$ cat src/rtl/dlx_id_ex_stage.sv
// dlx_id_ex_stage: ID->EX pipeline register with load-use interlock, EX hold and nullify bubbles
//   Optional macro DLX_IDEX_PERF_CNT_EN enables the stall_cnt/flush_cnt counters (else tied to 0).
//   Ports:
//     clk, reset_n       clock, synchronous active-low reset
//     id_*               decoded instruction fields from ID
//     nullify            kill the ID instruction (taken jump resolved in EX)
//     ex_hold            EX/MEM cannot accept; freeze EX register and stall ID
//     id_stall           IF/ID must hold this cycle
//     pc_target_id       id_pc + id_imm (combinational)
//     ex_*               registered EX copies of the id_* fields
//     stall_cnt          interlock bubble count
//     flush_cnt          nullify count
module dlx_id_ex_stage #(
    parameter int XLEN     = 32,
    parameter int REG_AW   = 5,
    parameter int CTRL_W   = 16,
    parameter int LOAD_LAT = 1
) (
    input  logic              clk,
    input  logic              reset_n,
    input  logic              id_valid,
    input  logic [REG_AW-1:0] id_rs1,
    input  logic [REG_AW-1:0] id_rs2,
    input  logic              id_use_rs1,
    input  logic              id_use_rs2,
    input  logic [REG_AW-1:0] id_rd,
    input  logic              id_is_load,
    input  logic [CTRL_W-1:0] id_ctrl,
    input  logic [XLEN-1:0]   id_imm,
    input  logic [XLEN-1:0]   id_pc,
    input  logic              nullify,
    input  logic              ex_hold,
    output logic              id_stall,
    output logic [XLEN-1:0]   pc_target_id,
    output logic              ex_valid,
    output logic [REG_AW-1:0] ex_rs1,
    output logic [REG_AW-1:0] ex_rs2,
    output logic [REG_AW-1:0] ex_rd,
    output logic              ex_is_load,
    output logic [CTRL_W-1:0] ex_ctrl,
    output logic [XLEN-1:0]   ex_imm,
    output logic [XLEN-1:0]   ex_pc,
    output logic [31:0]       stall_cnt,
    output logic [31:0]       flush_cnt
);
    typedef enum logic {RUN, INTERLOCK} state_t;
    state_t     state, state_nxt;
    logic [2:0] cnt, cnt_nxt;
    logic       hazard, bubble, issue;
    assign pc_target_id = id_pc + id_imm;
    // Register 0 is hard-wired zero, so a load to it never creates a dependency.
    assign hazard = id_valid & ex_valid & ex_is_load & (ex_rd != '0) &
                    ((id_use_rs1 & (id_rs1 == ex_rd)) | (id_use_rs2 & (id_rs2 == ex_rd)));
    always_comb begin
        state_nxt = state;
        cnt_nxt   = cnt;
        id_stall  = 1'b0;
        bubble    = 1'b0;
        issue     = 1'b0;
        if (!reset_n) begin
            state_nxt = RUN;
            cnt_nxt   = '0;
        end else if (nullify) begin
            bubble    = 1'b1;
            state_nxt = RUN;
            cnt_nxt   = '0;
        end else if (ex_hold) begin
            id_stall  = 1'b1;
        end else if (state == INTERLOCK) begin
            id_stall  = 1'b1;
            bubble    = 1'b1;
            cnt_nxt   = cnt - 3'd1;
            state_nxt = (cnt == 3'd1) ? RUN : INTERLOCK;
        end else if (hazard) begin
            // The hazard edge itself is the first bubble; INTERLOCK covers the remaining LOAD_LAT-1.
            id_stall  = 1'b1;
            bubble    = 1'b1;
            state_nxt = (LOAD_LAT > 1) ? INTERLOCK : RUN;
            cnt_nxt   = (LOAD_LAT > 1) ? 3'(LOAD_LAT - 1) : '0;
        end else begin
            issue     = 1'b1;
        end
    end
    always_ff @(posedge clk) begin
        state <= state_nxt;
        cnt   <= cnt_nxt;
        if (!reset_n || bubble) begin
            ex_valid   <= 1'b0;
            ex_rs1     <= '0;
            ex_rs2     <= '0;
            ex_rd      <= '0;
            ex_is_load <= 1'b0;
            ex_ctrl    <= '0;
            ex_imm     <= '0;
            ex_pc      <= '0;
        end else if (issue) begin
            ex_valid   <= id_valid;
            ex_rs1     <= id_rs1;
            ex_rs2     <= id_rs2;
            ex_rd      <= id_rd;
            ex_is_load <= id_is_load;
            ex_ctrl    <= id_ctrl;
            ex_imm     <= id_imm;
            ex_pc      <= id_pc;
        end
    end
`ifdef DLX_IDEX_PERF_CNT_EN
    logic [31:0] stall_q, flush_q;
    logic        ilk;
    // Interlock bubbles only; nullify and hold bubbles are not counted here.
    assign ilk = reset_n & ~nullify & ~ex_hold & ((state == INTERLOCK) | hazard);
    always_ff @(posedge clk) begin
        if (!reset_n) begin
            stall_q <= '0;
            flush_q <= '0;
        end else begin
            stall_q <= stall_q + {31'd0, ilk};
            flush_q <= flush_q + {31'd0, nullify};
        end
    end
    assign stall_cnt = stall_q;
    assign flush_cnt = flush_q;
`else
    assign stall_cnt = '0;
    assign flush_cnt = '0;
`endif
endmodule

$ cat config.mk
export PLATFORM = sky130hd
export DESIGN_NAME = dlx_id_ex_stage
export DESIGN_NICKNAME = d
export VERILOG_FILES = /design/src/rtl/dlx_id_ex_stage.sv
export SDC_FILE = /design/constraint.sdc
export NUM_CORES = 1
export LEC_CHECK = 0
export CORE_ASPECT_RATIO = 0.6
export CORE_UTILIZATION = 39
export DETAILED_ROUTE_END_ITERATION = 8
export GPL_TIMING_DRIVEN = 1
export PLACE_DENSITY_LB_ADDON = 0.05
export SLEW_MARGIN = 5
export SYNTH_ARGS = -nofsm -noshare
export SYNTH_HDL_FRONTEND = slang
export SYNTH_SLANG_ARGS = --single-unit
$ cat constraint.sdc
create_clock -name clk -period 5.5 [get_ports clk]
set_input_delay 1.375 -clock clk [delete_from_list [all_inputs] [get_ports clk]]
set_output_delay 1.375 -clock clk [all_outputs]
set_load 0.02 [all_outputs]
==> run_results.csv <==
group,metric,value,unit
cts,clk_pin_slew,70,ps
synth,ys.flop_type,"dfxtp_1",
finish,layout_common_cells,"clkdlybuf4s50_1 (206), dfxtp_1 (101), a22o_1 (97)",
worst_setup_path,cp_slowest_cell,"clkdlybuf4s50_1",
finish,fin_cells,997,
timing,fmax,0.184,GHz
synth,syn_area,5230,µm²
synth,async_flop_share,0,
worst_setup_path,slowest_delay,440,ps
power_and_ir_drop,design_power_total,2100,µW
worst_setup_path,worstPathArrival,4070,ps
flow_run,drv_cap,0,
finish,syn2layout_area_growth,62.1,%
placement,placed_cell_area,8010,µm²
cts,tritoncts,"built",
synth,synth_cell_type_count,53,
route,wirelength,16.3,mm
worst_setup_path,crit_end,"pc_target_id[30]",
grt,grtUsageTotal,0.233,
power_and_ir_drop,p_int,1420,µW
die,dieArea,13900,µm²
placement,detailed_place_hpwl,12.6,mm
power_and_ir_drop,power_frac_clock,0.302,
power_and_ir_drop,switching_share,0.327,
placement,placedCellCount,978,
timing,slew_violations,0,
route,vias,4939,
die,num_rows,32,
worst_setup_path,r2r_end,"ex_pc[6]",
timing,fin_crit,5450,ps
power_and_ir_drop,p_sw,687,µW
timing,setup_viol,0,
synth,synth-warning-count,0,
route,drtIter0Drc,205,
timing,fin_crit_sh,0.990,
grt,grt.overflow.total,0,
die,ios,297,
placement,port_buffers,232,
worst_setup_path,cp-startpoint,"id_pc[5]",
power_and_ir_drop,p_per_area,248,nW/µm²
cts,clock-sinks,101,
power_and_ir_drop,combPwrFrac,0.332,
worst_setup_path,cp-start-kind,"primary input",
finish,final_area,8470,µm²
power_and_ir_drop,p_leak,0.00361,µW
route,firstDrtPassIters,4,
worst_setup_path,crit_type,"in2out",
route,viasPerCell,4.95,
grt,grt_pass1_wl,25.3,mm
finish,final_common_cell,"clkdlybuf4s50_1",
finish,drive_gt1_frac,0.166,
synth,ys_seq_area_frac,0.387,
finish,n_antenna_cell,0,
die,dieWidth,151,µm
outcome,status,"finished, final reports clean",
grt,grt_max_degree,71,
synth,synthCells,526,
power_and_ir_drop,vdd.ir_drop.worst,0.000159,V
timing,relSlewSlack,0.479,
timing,worst_pin_slew,781,ps
route,wire_per_inst,16.4,µm
power_and_ir_drop,seq_power_share,0.366,
worst_hold_path,hold_class,"reg2reg",
timing,finalHoldViolCount,0,
synth,ys_ff_latch,101,
route,drc_errors,0,
grt,grt_pass1_vias,4890,
finish,num-nets-final,959,
finish,fin_util,0.653,
die,fp.coreArea,13000,µm²
worst_setup_path,worstPathCellList,"clkdlybuf4s50_1 > ha_2 > or3_4 > o32ai_4 > a21oi_2 > a31oi_4 > o31ai_4 > a211o_4 > and4_4 > a211oi_2 > buf_4",
worst_setup_path,rr_worst_depth,6,
timing,fin_skew,10.0,ps
die,start_util,0.403,
route,postRouteAntennaNets,0,
worst_setup_path,r2r-start,"ex_rd[0]",
die,die_h,91.7,µm
cts,numCtsBuffers,9,
synth,synth_edf_count,0,
timing,fin_ws,53.1,ps
worst_setup_path,crit_path_end_kind,"primary output",
synth,synth_area_per_cell,9.93,µm²
cts,clk_latency,350,ps
worst_setup_path,crit_required,4120,ps
finish,fillers,1041,
cts,ctsRootBufferMaster,"clkbuf_16",
placement,preCtsSetupSlack,-840,ps
worst_setup_path,rrSetupSlack,3030,ps
worst_setup_path,critPathMaxFanout,4,
timing,rsz0062_at_grt,"yes",
placement,gp_congestion,0.874,
cts,cts_buffer_depth,2,
cts,htreeDepth,3,
grt,antenna_found_initial,0,
## kinds of logic (layout without fill, tap and decap cells)
family          Yosys count  in the layout  share of synthesized area
buf+inv                  98            336                      0.118
simple gates             69             69                     0.0687
compound gates          183            183                      0.275
other cells               1             64                   0.000718
xor+xnor                 39             39                     0.0654
fa+ha+maj                34             34                     0.0829
mux                       1              1                    0.00216
flops                   101            101                      0.387
## Yosys cell counts, types with 2 or more instances
master | number | area, µm²
a211oi_1 | 4 | 30.0
a21o_1 | 14 | 105
a21oi_1 | 29 | 145
a22o_1 | 97 | 850
a31o_2 | 2 | 17.5
a31oi_1 | 7 | 43.8
and3_1 | 5 | 31.3
buf_2 | 5 | 25.0
buf_4 | 64 | 480
clkbuf_1 | 19 | 71.3
dfxtp_1 | 101 | 2020
ha_1 | 33 | 413
inv_1 | 9 | 33.8
nand2_1 | 11 | 41.3
nand2b_1 | 5 | 31.3
nand3_1 | 3 | 15.0
nand4_1 | 5 | 31.3
nor2_1 | 21 | 78.8
nor2b_1 | 4 | 25.0
nor3_1 | 3 | 15.0
nor4_1 | 2 | 12.5
o21a_1 | 4 | 30.0
o21ai_0 | 8 | 40.0
o21bai_1 | 2 | 15.0
or3_1 | 4 | 25.0
xnor2_1 | 23 | 201
xor2_1 | 16 | 140
## timing repair
action                                  in CTS  in global routing
cloned                                       0                  0
endpoints found under the setup margin      21                 16
buffers inserted                             2                  1
hold buffers                                 0                  0
pin swaps                                    7                  9
resized for setup                           65                 32
## cell type report
cell class / count / area (µm²) / area share
multi-input combinational: 390 / 3020 / 0.356
timing repair buffer: 311 / 2890 / 0.341
sequential: 101 / 2020 / 0.239
clock buffer: 10 / 229 / 0.0270
tap: 170 / 213 / 0.0251
clock inverter: 6 / 67.6 / 0.00798
inverter: 9 / 33.8 / 0.00399
## worst min path at each step
stage	from	to	slack [ps]	cells after the start
floorplan	cnt[1]	cnt[1]	460	2
global placement	ex_imm[16]	ex_imm[16]	460	1
detailed placement	ex_rs1[0]	ex_rs1[0]	450	1
CTS	ex_pc[14]	ex_pc[14]	480	1
global route	ex_pc[4]	ex_pc[4]	490	1
finish	ex_imm[3]	ex_imm[3]	480	1
## critical path, delay by kind of cell
family          cells  cell delay (ps)
buf+inv             2              610
simple gates        2              600
fa+ha+maj           1              220
compound gates      6             1280
## registers in the layout, summed over array words and instances (netlist names)
register	count
ex_rs1	5
ex_rs2	5
state	1
ex_imm	32
ex_pc	32
ex_valid	1
ex_ctrl	16
cnt	3
ex_rd	5
ex_is_load	1
## stage by stage
stage | hold slack, ps | TNS (ps)
6_report | 476 | 0
5_1_grt | 490 | -36.7
4_1_cts | 480 | 0
3_5_place_dp | 453 | -9090
3_3_place_gp | 455 | -7960
2_1_floorplan | 457 | 0
## power groups by stage
stage          clock, µW  sequential [µW]  combinational (µW)
2_1_floorplan          0              813                 346
3_3_place_gp           0              785                 678
3_5_place_dp           0              786                 684
4_1_cts              653              769                 678
5_1_grt              685              772                 743
6_report             636              769                 698
## per-layer routing
layer | wire, µm | GRT usage | share of wire
met4 | 277 | 0.0650 | 0.017
met5 | 0 | 0 | 0
met3 | 1050 | 0.0612 | 0.065
met2 | 7430 | 0.369 | 0.45
met1 | 7570 | 0.310 | 0.46
No activity file was read; power rests on OpenSTA's default activity.
